**config.mk**
```make
export PLATFORM = sky130hd
export DESIGN_NAME = eq_cmp_stim_gen
export DESIGN_NICKNAME = d
export VERILOG_FILES = /design/src/rtl/eq_cmp_pkg.sv /design/src/rtl/eq_cmp_exp_delay.sv /design/src/rtl/eq_cmp_stim_gen.sv
export SDC_FILE = /design/constraint.sdc
export NUM_CORES = 1
export LEC_CHECK = 0
export BUFFER_PORTS_ARGS = -buffer_cell sky130_fd_sc_hd__buf_4
export CAP_MARGIN = 20
export CORE_MARGIN = 4
export CORE_UTILIZATION = 40
export CTS_CLUSTER_DIAMETER = 60
export DETAILED_ROUTE_END_ITERATION = 10
export SKIP_CTS_REPAIR_TIMING = 1
export SLEW_MARGIN = 20
export SYNTH_ARGS = -nofsm -noshare
export SYNTH_HDL_FRONTEND = slang
export SYNTH_SLANG_ARGS = --single-unit
export TNS_END_PERCENT = 50
```
**constraint.sdc**
```tcl
create_clock -name clk -period 2.7 [get_ports clk]
set_input_delay 0.405 -clock clk [delete_from_list [all_inputs] [get_ports clk]]
set_output_delay 0.405 -clock clk [all_outputs]
set_load 0.02 [all_outputs]
```
**src/rtl/eq_cmp_pkg.sv**
```systemverilog
// Shared definitions for the equality-comparator stimulus generator.
//   state_t     : sweep FSM states
//   CMP_W       : default operand width of the comparator under test
//   MAX_LATENCY : largest supported response latency (sizes the drain counter)
package eq_cmp_pkg;

  localparam int CMP_W       = 4;
  localparam int MAX_LATENCY = 3;

  typedef enum logic [1:0] {
    IDLE  = 2'd0,
    DRIVE = 2'd1,
    DRAIN = 2'd2,
    DONE  = 2'd3
  } state_t;

endpackage

```
**src/rtl/eq_cmp_exp_delay.sv**
```systemverilog
// Expected-response delay line. Each driven vector enters as
// {valid, exp, a, b} and leaves LATENCY cycles later, so it lines up with
// the comparator's answer for that vector. LATENCY=0 is a pure wire.
// Ports:
//   clk, rst_n             : clock, synchronous active-low clear of all stages
//   in_valid/in_exp/in_a/in_b     : entry for the vector presented this cycle
//   out_valid/out_exp/out_a/out_b : entry whose response is due this cycle
module eq_cmp_exp_delay #(
  parameter int WIDTH   = 4,
  parameter int LATENCY = 0
) (
  input  logic             clk,
  input  logic             rst_n,
  input  logic             in_valid,
  input  logic             in_exp,
  input  logic [WIDTH-1:0] in_a,
  input  logic [WIDTH-1:0] in_b,
  output logic             out_valid,
  output logic             out_exp,
  output logic [WIDTH-1:0] out_a,
  output logic [WIDTH-1:0] out_b
);

  localparam int EW = 2 + 2 * WIDTH;

  logic [EW-1:0] in_e;
  logic [EW-1:0] out_e;

  assign in_e = {in_valid, in_exp, in_a, in_b};
  assign {out_valid, out_exp, out_a, out_b} = out_e;

  generate
    if (LATENCY == 0) begin : g_pass
      // Combinational comparator: no storage, clock and clear are unused.
      logic unused_ok;
      assign unused_ok = &{1'b0, clk, rst_n};
      assign out_e = in_e;
    end else begin : g_pipe
      logic [EW-1:0] stage [LATENCY];

      always_ff @(posedge clk) begin
        if (!rst_n) begin
          for (int i = 0; i < LATENCY; i++) stage[i] <= '0;
        end else begin
          stage[0] <= in_e;
          for (int i = 1; i < LATENCY; i++) stage[i] <= stage[i-1];
        end
      end

      assign out_e = stage[LATENCY-1];
    end
  endgenerate

endmodule

```
**src/rtl/eq_cmp_stim_gen.sv**
```systemverilog
// Self-test driver/checker for an equality comparator (Y = A==B).
// On an accepted start it drives every {A,B} pair, one per cycle, and
// compares the returned y_in against A==B, allowing LATENCY cycles of
// response delay. It reports a saturating error count and the first
// failing pair.
// Ports:
//   clk, rst_n      : clock, synchronous active-low reset
//   start           : request a sweep; only looked at in IDLE, so it is a
//                     level/pulse request with no ready handshake -- a start
//                     seen while busy or in DONE is simply dropped
//   y_in            : comparator result
//   a_out, b_out    : operands to the comparator (registered)
//   busy            : high in DRIVE and DRAIN
//   done            : one-cycle completion pulse
//   pass            : sweep finished with zero errors; held until next start
//   err_count       : mismatches in current/last sweep, saturating
//   fail_valid      : at least one mismatch recorded
//   first_fail_a/b  : operands of the first mismatch
module eq_cmp_stim_gen
  import eq_cmp_pkg::*;
#(
  parameter int WIDTH   = CMP_W,
  parameter int LATENCY = 0
) (
  input  logic               clk,
  input  logic               rst_n,
  input  logic               start,
  input  logic               y_in,
  output logic [WIDTH-1:0]   a_out,
  output logic [WIDTH-1:0]   b_out,
  output logic               busy,
  output logic               done,
  output logic               pass,
  output logic [2*WIDTH:0]   err_count,
  output logic               fail_valid,
  output logic [WIDTH-1:0]   first_fail_a,
  output logic [WIDTH-1:0]   first_fail_b
);

  localparam int VW = 2 * WIDTH;
  localparam int EW = VW + 1;
  localparam int DW = $clog2(MAX_LATENCY + 1);
  localparam logic [DW-1:0] DRAIN_LAST = (LATENCY > 0) ? DW'(LATENCY - 1) : '0;

  state_t          state;
  logic [VW-1:0]   idx;
  logic [DW-1:0]   drain_cnt;

  logic             q_valid;
  logic             q_exp;
  logic [WIDTH-1:0] q_a;
  logic [WIDTH-1:0] q_b;
  logic             mismatch;
  logic [EW-1:0]    err_next;

  // The index register is the driven vector; it holds the last pair
  // through DRAIN and DONE.
  assign a_out = idx[VW-1:WIDTH];
  assign b_out = idx[WIDTH-1:0];

  eq_cmp_exp_delay #(
    .WIDTH   (WIDTH),
    .LATENCY (LATENCY)
  ) u_exp_delay (
    .clk       (clk),
    .rst_n     (rst_n),
    .in_valid  (state == DRIVE),
    .in_exp    (a_out == b_out),
    .in_a      (a_out),
    .in_b      (b_out),
    .out_valid (q_valid),
    .out_exp   (q_exp),
    .out_a     (q_a),
    .out_b     (q_b)
  );

  assign mismatch = q_valid && (y_in != q_exp);

  // Error count including this cycle's check; also used to decide pass on
  // the edge that enters DONE, so the final check is never missed.
  always_comb begin
    err_next = err_count;
    if (mismatch && !(&err_count)) err_next = err_count + EW'(1);
  end

  always_ff @(posedge clk) begin
    if (!rst_n) begin
      state        <= IDLE;
      idx          <= '0;
      drain_cnt    <= '0;
      busy         <= 1'b0;
      done         <= 1'b0;
      pass         <= 1'b0;
      err_count    <= '0;
      fail_valid   <= 1'b0;
      first_fail_a <= '0;
      first_fail_b <= '0;
    end else begin
      done <= 1'b0;

      if (state == DRIVE || state == DRAIN) begin
        err_count <= err_next;
        if (mismatch && !fail_valid) begin
          fail_valid   <= 1'b1;
          first_fail_a <= q_a;
          first_fail_b <= q_b;
        end
      end

      case (state)
        IDLE: begin
          if (start) begin
            state        <= DRIVE;
            idx          <= '0;
            busy         <= 1'b1;
            pass         <= 1'b0;
            err_count    <= '0;
            fail_valid   <= 1'b0;
            first_fail_a <= '0;
            first_fail_b <= '0;
          end
        end

        DRIVE: begin
          if (idx == '1) begin
            if (LATENCY == 0) begin
              state <= DONE;
              busy  <= 1'b0;
              done  <= 1'b1;
              pass  <= (err_next == '0);
            end else begin
              state     <= DRAIN;
              drain_cnt <= '0;
            end
          end else begin
            idx <= idx + VW'(1);
          end
        end

        DRAIN: begin
          if (drain_cnt == DRAIN_LAST) begin
            state <= DONE;
            busy  <= 1'b0;
            done  <= 1'b1;
            pass  <= (err_next == '0);
          end else begin
            drain_cnt <= drain_cnt + DW'(1);
          end
        end

        DONE: state <= IDLE;

        default: state <= IDLE;
      endcase
    end
  end

endmodule

```
== Word-level counts from Yosys, hierarchy flattened ==
Cells that the tools add are included.
Storage, ports and cells
  logic and storage cells: 74
  bits of input ports: 4
  output and inout bits: 29
  register bits after elaboration: 33
Cells by class
  add/subtract/negate cells: 3
  mux-type cells: 34
  bitwise logic cells: 1
  reduce and logical (&&, ||, !) cells: 16
  equal/unequal tests: 10
Operators by type and width (number)
  $mux W9: 4
  $mux W4: 8
  $mux W8: 2
  $pmux W8 S2: 1
  $mux W1: 12
  $add A9 B1 Y9 const B: 1
  $logic_not A9 Y1: 1
  $reduce_and A9 Y1: 1
  $add A8 B1 Y8 const B: 1
  $eq A8 B8 Y1 const B: 1
  $pmux W2 S4: 1
  $mux W2: 3
  $pmux W1 S3: 2
  $reduce_and A3 Y1: 2
  $eq A2 B2 Y1 const B: 2
  $eq A4 B4 Y1: 1
  $logic_not A2 Y1: 2
  $ne A2 B1 Y1 const B: 2
  $ne A2 B2 Y1 const B: 2
  $reduce_and A4 Y1: 1
  $logic_and A1 B1 Y1: 3
  $reduce_bool A3 Y1: 1
  $add A2 B1 Y2 const B: 1
  $eq A2 B1 Y1 const B: 1
  7 further kinds: 8

== Longest topological paths before layout ==
  word-level depth: 8
  gate-level depth with buffers: 10
  mapped depth without buffers: 10

== Cells and area by module ==
Synthesis repeated with hierarchy kept, for this count alone.
Second synthesis, totals
  cell total of the unflattened synthesis: 190
  area, all modules: 1747.9 um2
By module, submodules not included
  eq_cmp_stim_gen: instances 1, cells each 180, area an instance 1672.9 um2, seq. area each 660.6 um2
  eq_cmp_exp_delay: instances 1, cells each 10, area an instance 75.1 um2, seq. area each 0.0 um2

== Worst setup path after synthesis ==
No wires, ideal clock.
  kind: reg2reg
  start: reg err_count[0]
  end: reg pass
  period minus slack after synthesis: 2.320 ns
  stages on the path, launching flop included: 11
  data arrival time: 2.233 ns
  setup slack: 0.380 ns
  library setup time: 0.087 ns
  buffers on the path: 0
  data required time: 2.613 ns
  path through: dfxtp_1 -> ha_1 -> and2_1 -> nand3_1 -> nor2_1 -> ha_1 -> nor3b_1 -> mux2_2 -> a211oi_1 -> o2111ai_1 -> o31ai_1
On the way
  word-level cells in the longest chain between the ends: 7
  elaborated cells on any way between the ends: 9
  classes of those cells: add/sub: 1; mux: 4; reduce/logical: 4
RTL lines
  start: declaration: line eq_cmp_stim_gen.sv:34  | output logic [2*WIDTH:0] err_count,
  start signal: assignment: line eq_cmp_stim_gen.sv:102  | err_count <= err_next;
  branches (longest 3 deep; another with $add A9 B1 Y9)
  $mux W9 (*): line eq_cmp_stim_gen.sv:83  | if (mismatch && !(&err_count)) err_next = err_count + EW'(1);
  $logic_not A9 Y1 (*): line eq_cmp_stim_gen.sv:130, eq_cmp_stim_gen.sv:145
  $mux W1 (on tied branches): line eq_cmp_stim_gen.sv:141, eq_cmp_stim_gen.sv:125
  $pmux W1 S3 (*): line eq_cmp_stim_gen.sv:110  | case (state)
  end signal: assignment: line eq_cmp_stim_gen.sv:130  | pass <= (err_next == '0);
  end signal: assignment: line eq_cmp_stim_gen.sv:145  | pass <= (err_next == '0);
  end: declaration: line eq_cmp_stim_gen.sv:33  | output logic pass,
Mark *: on every way between the ends. The select of a mux whose other input is x is not followed.
A chain may end at the register's enable or synchronous reset.

== Worst setup path after layout ==
Same ends and word-level chain as after synthesis.

==> results.json <==
{
  "io_buffer_count": 32,
  "htree_levels": 2,
  "first_pass_iters": 4,
  "filler_cell_count": 405,
  "timing.fmax_mhz": 414,
  "r2r_end": "pass$_SDFFE_PN0P_",
  "drt-initial-drc-count": 76,
  "status": "finished, final reports clean",
  "fin_ws_ps": 282,
  "syn_area_per_cell_um2": 8.89,
  "grt_util_all_layers": 0.149,
  "syn_to_final_growth_pct": 23.5,
  "cts_sinks": 33,
  "worstHoldPathCells": 3,
  "vias": 1401,
  "die_area_mm2": 0.00538,
  "required_ps": 2910,
  "layout-drive-gt1-share": 0.219,
  "remaining_drc_errors": 0,
  "setup.worst_path.class": "flip-flop to flip-flop",
  "met2_usage": 0.221,
  "hold_viol_final": 0,
  "hold_class": "input pin to flip-flop",
  "reg2reg_from": "err_count[0]$_SDFF_PN0_",
  "nets": 239,
  "grt_max_degree": 19,
  "via_per_inst": 5.04,
  "critical_path_arrival_ps": 2620,
  "rsz0062_at_grt": "false",
  "cpMostUsedCell": "ha_1",
  "setup.worst_path.end_class": "flip-flop",
  "tightest_slew_ps": 685,
  "ant_nets": 0,
  "dp_slack_ps": 300,
  "row_count": 23,
  "cts_tree": "built",
  "io-pin-count": 33,
  "ys_warn_count": 0,
  "clk_pin_slew_ps": 70,
  "r2r_setup_slack_ps": 280,
  "initial_utilization": 0.421,
  "use_met1": 0.201,
  "irDropWorstVdd_uv": 221,
  "stdcell_count": 278,
  "grt_overflow": 0,
  "min_to": "busy$_SDFFE_PN0P_",
  "fin_crit_ps": 2420,
  "synth_nets": 204,
  "critical_path.cell_chain": "ha_1 -> and2_1 -> nand3_1 -> nor2_1 -> ha_1 -> nor3b_1 -> mux2_2 -> a211oi_1 -> o2111ai_1 -> o31ai_1",
  "wl_per_cell_um": 13.1,
  "synth_cells": 192,
  "relSlewSlack": 0.540,
  "die_height_um": 73.3,
  "startpoint_type": "flip-flop",
  "timing.hold.ws_ps": 408,
  "min-delay-start": "rst_n",
  "crit_path_max_incr_delay_ps": 430,
  "dieWidth_um": 73.3,
  "total_leakage_power_nw": 0.870,
  "gp_congestion": 0.842,
  "report.final.slew_viol_count": 0,
  "netlist-cell-type-count": 39,
  "finalSetupTns_ps": 0,
  "finalCritPeriodShare": 0.895,
  "antenna_found_initial": 0,
  "cts_made_buffers": 5,
  "n_antenna_cell": 0,
  "p_per_area_mw_per_mm2": 584,
  "slowest_stage": "dfxtp_1",
  "cts_buffer_depth": 2,
  "finish.utilization": 0.519,
  "placedCellCount": 270,
  "met3_usage": 0.0424,
  "synth_area_mm2": 0.00171,
  "path_max_fanout": 8,
  "drt_wl_total_um": 3650,
  "grt_pass1_vias": 1286,
  "grt_pass1_wl_um": 6120,
  "grt_busiest_layer": "met2",
  "maxCapViolations": 0,
  "fin_skew_ps": 9.59,
  "hpwlAfterDp_um": 2690,
  "clock-root-buffer": "clkbuf_8",
  "r2r_cells": 10,
  "ys_seq_area_frac": 0.387,
  "synth_seq_cells": 33,
  "worstSkewPairLatency_ps": 290,
  "setup_viol": 0,
  "core_area_mm2": 0.00406
}
[critical path: cells and delay by family (launching register included)]
family	cells	cell delay, ps
adders and majority gates	2	530
muxes	1	330
AOI/OAI and AO/OA	3	580
and+or+nand+nor	4	470
DFF	1	430
[cell usage after synthesis, drive strengths merged]
cell type / n / area [um2]
o21a: 1 / 7.51
ha: 8 / 100
buf: 3 / 15.0
inv: 5 / 18.8
nor4b: 1 / 8.76
nand2: 16 / 60.1
nor2: 34 / 128
and2: 4 / 25.0
nand2b: 2 / 12.5
xnor2: 11 / 96.3
a221oi: 1 / 15.0
o31a: 1 / 8.76
o2111ai: 1 / 8.76
nor3: 3 / 31.3
nand3: 9 / 45.0
a211oi: 1 / 7.51
mux2: 1 / 11.3
or3: 2 / 12.5
nor2b: 3 / 18.8
nor3b: 1 / 7.51
o22ai: 1 / 6.26
nor4: 3 / 33.8
o211a: 1 / 10.0
nand4: 5 / 31.3
mux2i: 11 / 110
clkbuf: 5 / 18.8
and4: 3 / 26.3
a41oi: 1 / 16.3
o21ai: 2 / 10.0
xor2: 11 / 96.3
a21oi: 4 / 20.0
and3: 1 / 6.26
dfxtp: 33 / 661
o31ai: 1 / 7.51
a21boi: 2 / 15.0
[worst max-delay path by stage]
stage / start / endpoint / slack, ps / cells after the start
after floorplan: err_count[0]$_SDFF_PN0_ / pass$_SDFFE_PN0P_ / 380 / 10
after global placement: err_count[0]$_SDFF_PN0_ / pass$_SDFFE_PN0P_ / 380 / 10
after detailed placement: err_count[0]$_SDFF_PN0_ / pass$_SDFFE_PN0P_ / 300 / 10
after CTS: err_count[0]$_SDFF_PN0_ / pass$_SDFFE_PN0P_ / 280 / 10
after global routing: err_count[0]$_SDFF_PN0_ / pass$_SDFFE_PN0P_ / 20 / 10
final: err_count[0]$_SDFF_PN0_ / pass$_SDFFE_PN0P_ / 280 / 10
[cells in the final DEF, fill, tap and decap left out, types with 2 or more instances in the layout]
master / Yosys / routed
and2_1: 4 / 4
mux2i_1: 11 / 11
dfxtp_1: 33 / 33
nor2_1: 34 / 34
xor2_1: 11 / 11
buf_4: 0 / 36
a21boi_0: 2 / 2
clkbuf_8: 0 / 7
nand2_1: 16 / 16
and4_1: 3 / 3
inv_1: 5 / 5
nor2b_1: 3 / 3
xnor2_1: 11 / 11
nor4_1: 2 / 2
nand3_1: 9 / 9
or3_1: 2 / 2
nand2b_1: 2 / 2
a21oi_1: 4 / 4
nand4_1: 5 / 5
ha_1: 8 / 8
[metal layers]
| layer | up-vias | wire length (um) |
|---|---|---|
| li1 | 728 | - |
| met1 | 635 | 1830 |
| met2 | 29 | 1580 |
| met3 | 9 | 158 |
| met4 | 0 | 78 |
| met5 | - | 0 |
[flip-flops by register name (all words and copies together), names as in the netlist]
signal	count
state	2
idx	8
fail_valid	1
first_fail_a	4
drain_cnt	2
err_count	9
first_fail_b	4
done	1
pass	1
busy	1
[power breakdown]
group / total (W) / internal, W / leakage [nW] / switching (W)
sequential: 0.000534 / 0.000510 / 0.267 / 0.0000240
combinational: 0.000284 / 0.000109 / 0.549 / 0.000175
clock: 0.000413 / 0.000230 / 0.0542 / 0.000183
[cells by family (layout without fill, tap and decap cells)]
family                   after synthesis  in the layout  synth area share
AO/OA/AOI/OAI                         17             17            0.0777
XOR/XNOR                              22             22             0.113
adder cells (fa/ha/maj)                8              8            0.0587
buffers and inverters                 13             49            0.0308
flip-flops                            33             33             0.387
multiplexers                          12             12            0.0711
AND/OR/NAND/NOR                       87             87             0.262
[stage by stage]
stage / power [W] / area [um2]
after floorplan: 0.000752 / 1710
after global placement: 0.000829 / 2010
after detailed placement: 0.000831 / 2010
after CTS: 0.00124 / 2110
after global routing: 0.00130 / 2110
final: 0.00123 / 2110
[cell type report]
type | instances | area, um2 | share of cell area
Inverter | 5 | 18.8 | 0.00891
Sequential cell | 33 | 661 | 0.314
Tap cell | 50 | 62.6 | 0.0297
Multi-Input combinational cell | 146 | 993 | 0.471
Clock buffer | 7 | 96.3 | 0.0457
Timing Repair Buffer | 36 | 270 | 0.128
Clock inverter | 1 | 5.00 | 0.00238
No activity file was read; power rests on OpenSTA's default activity.
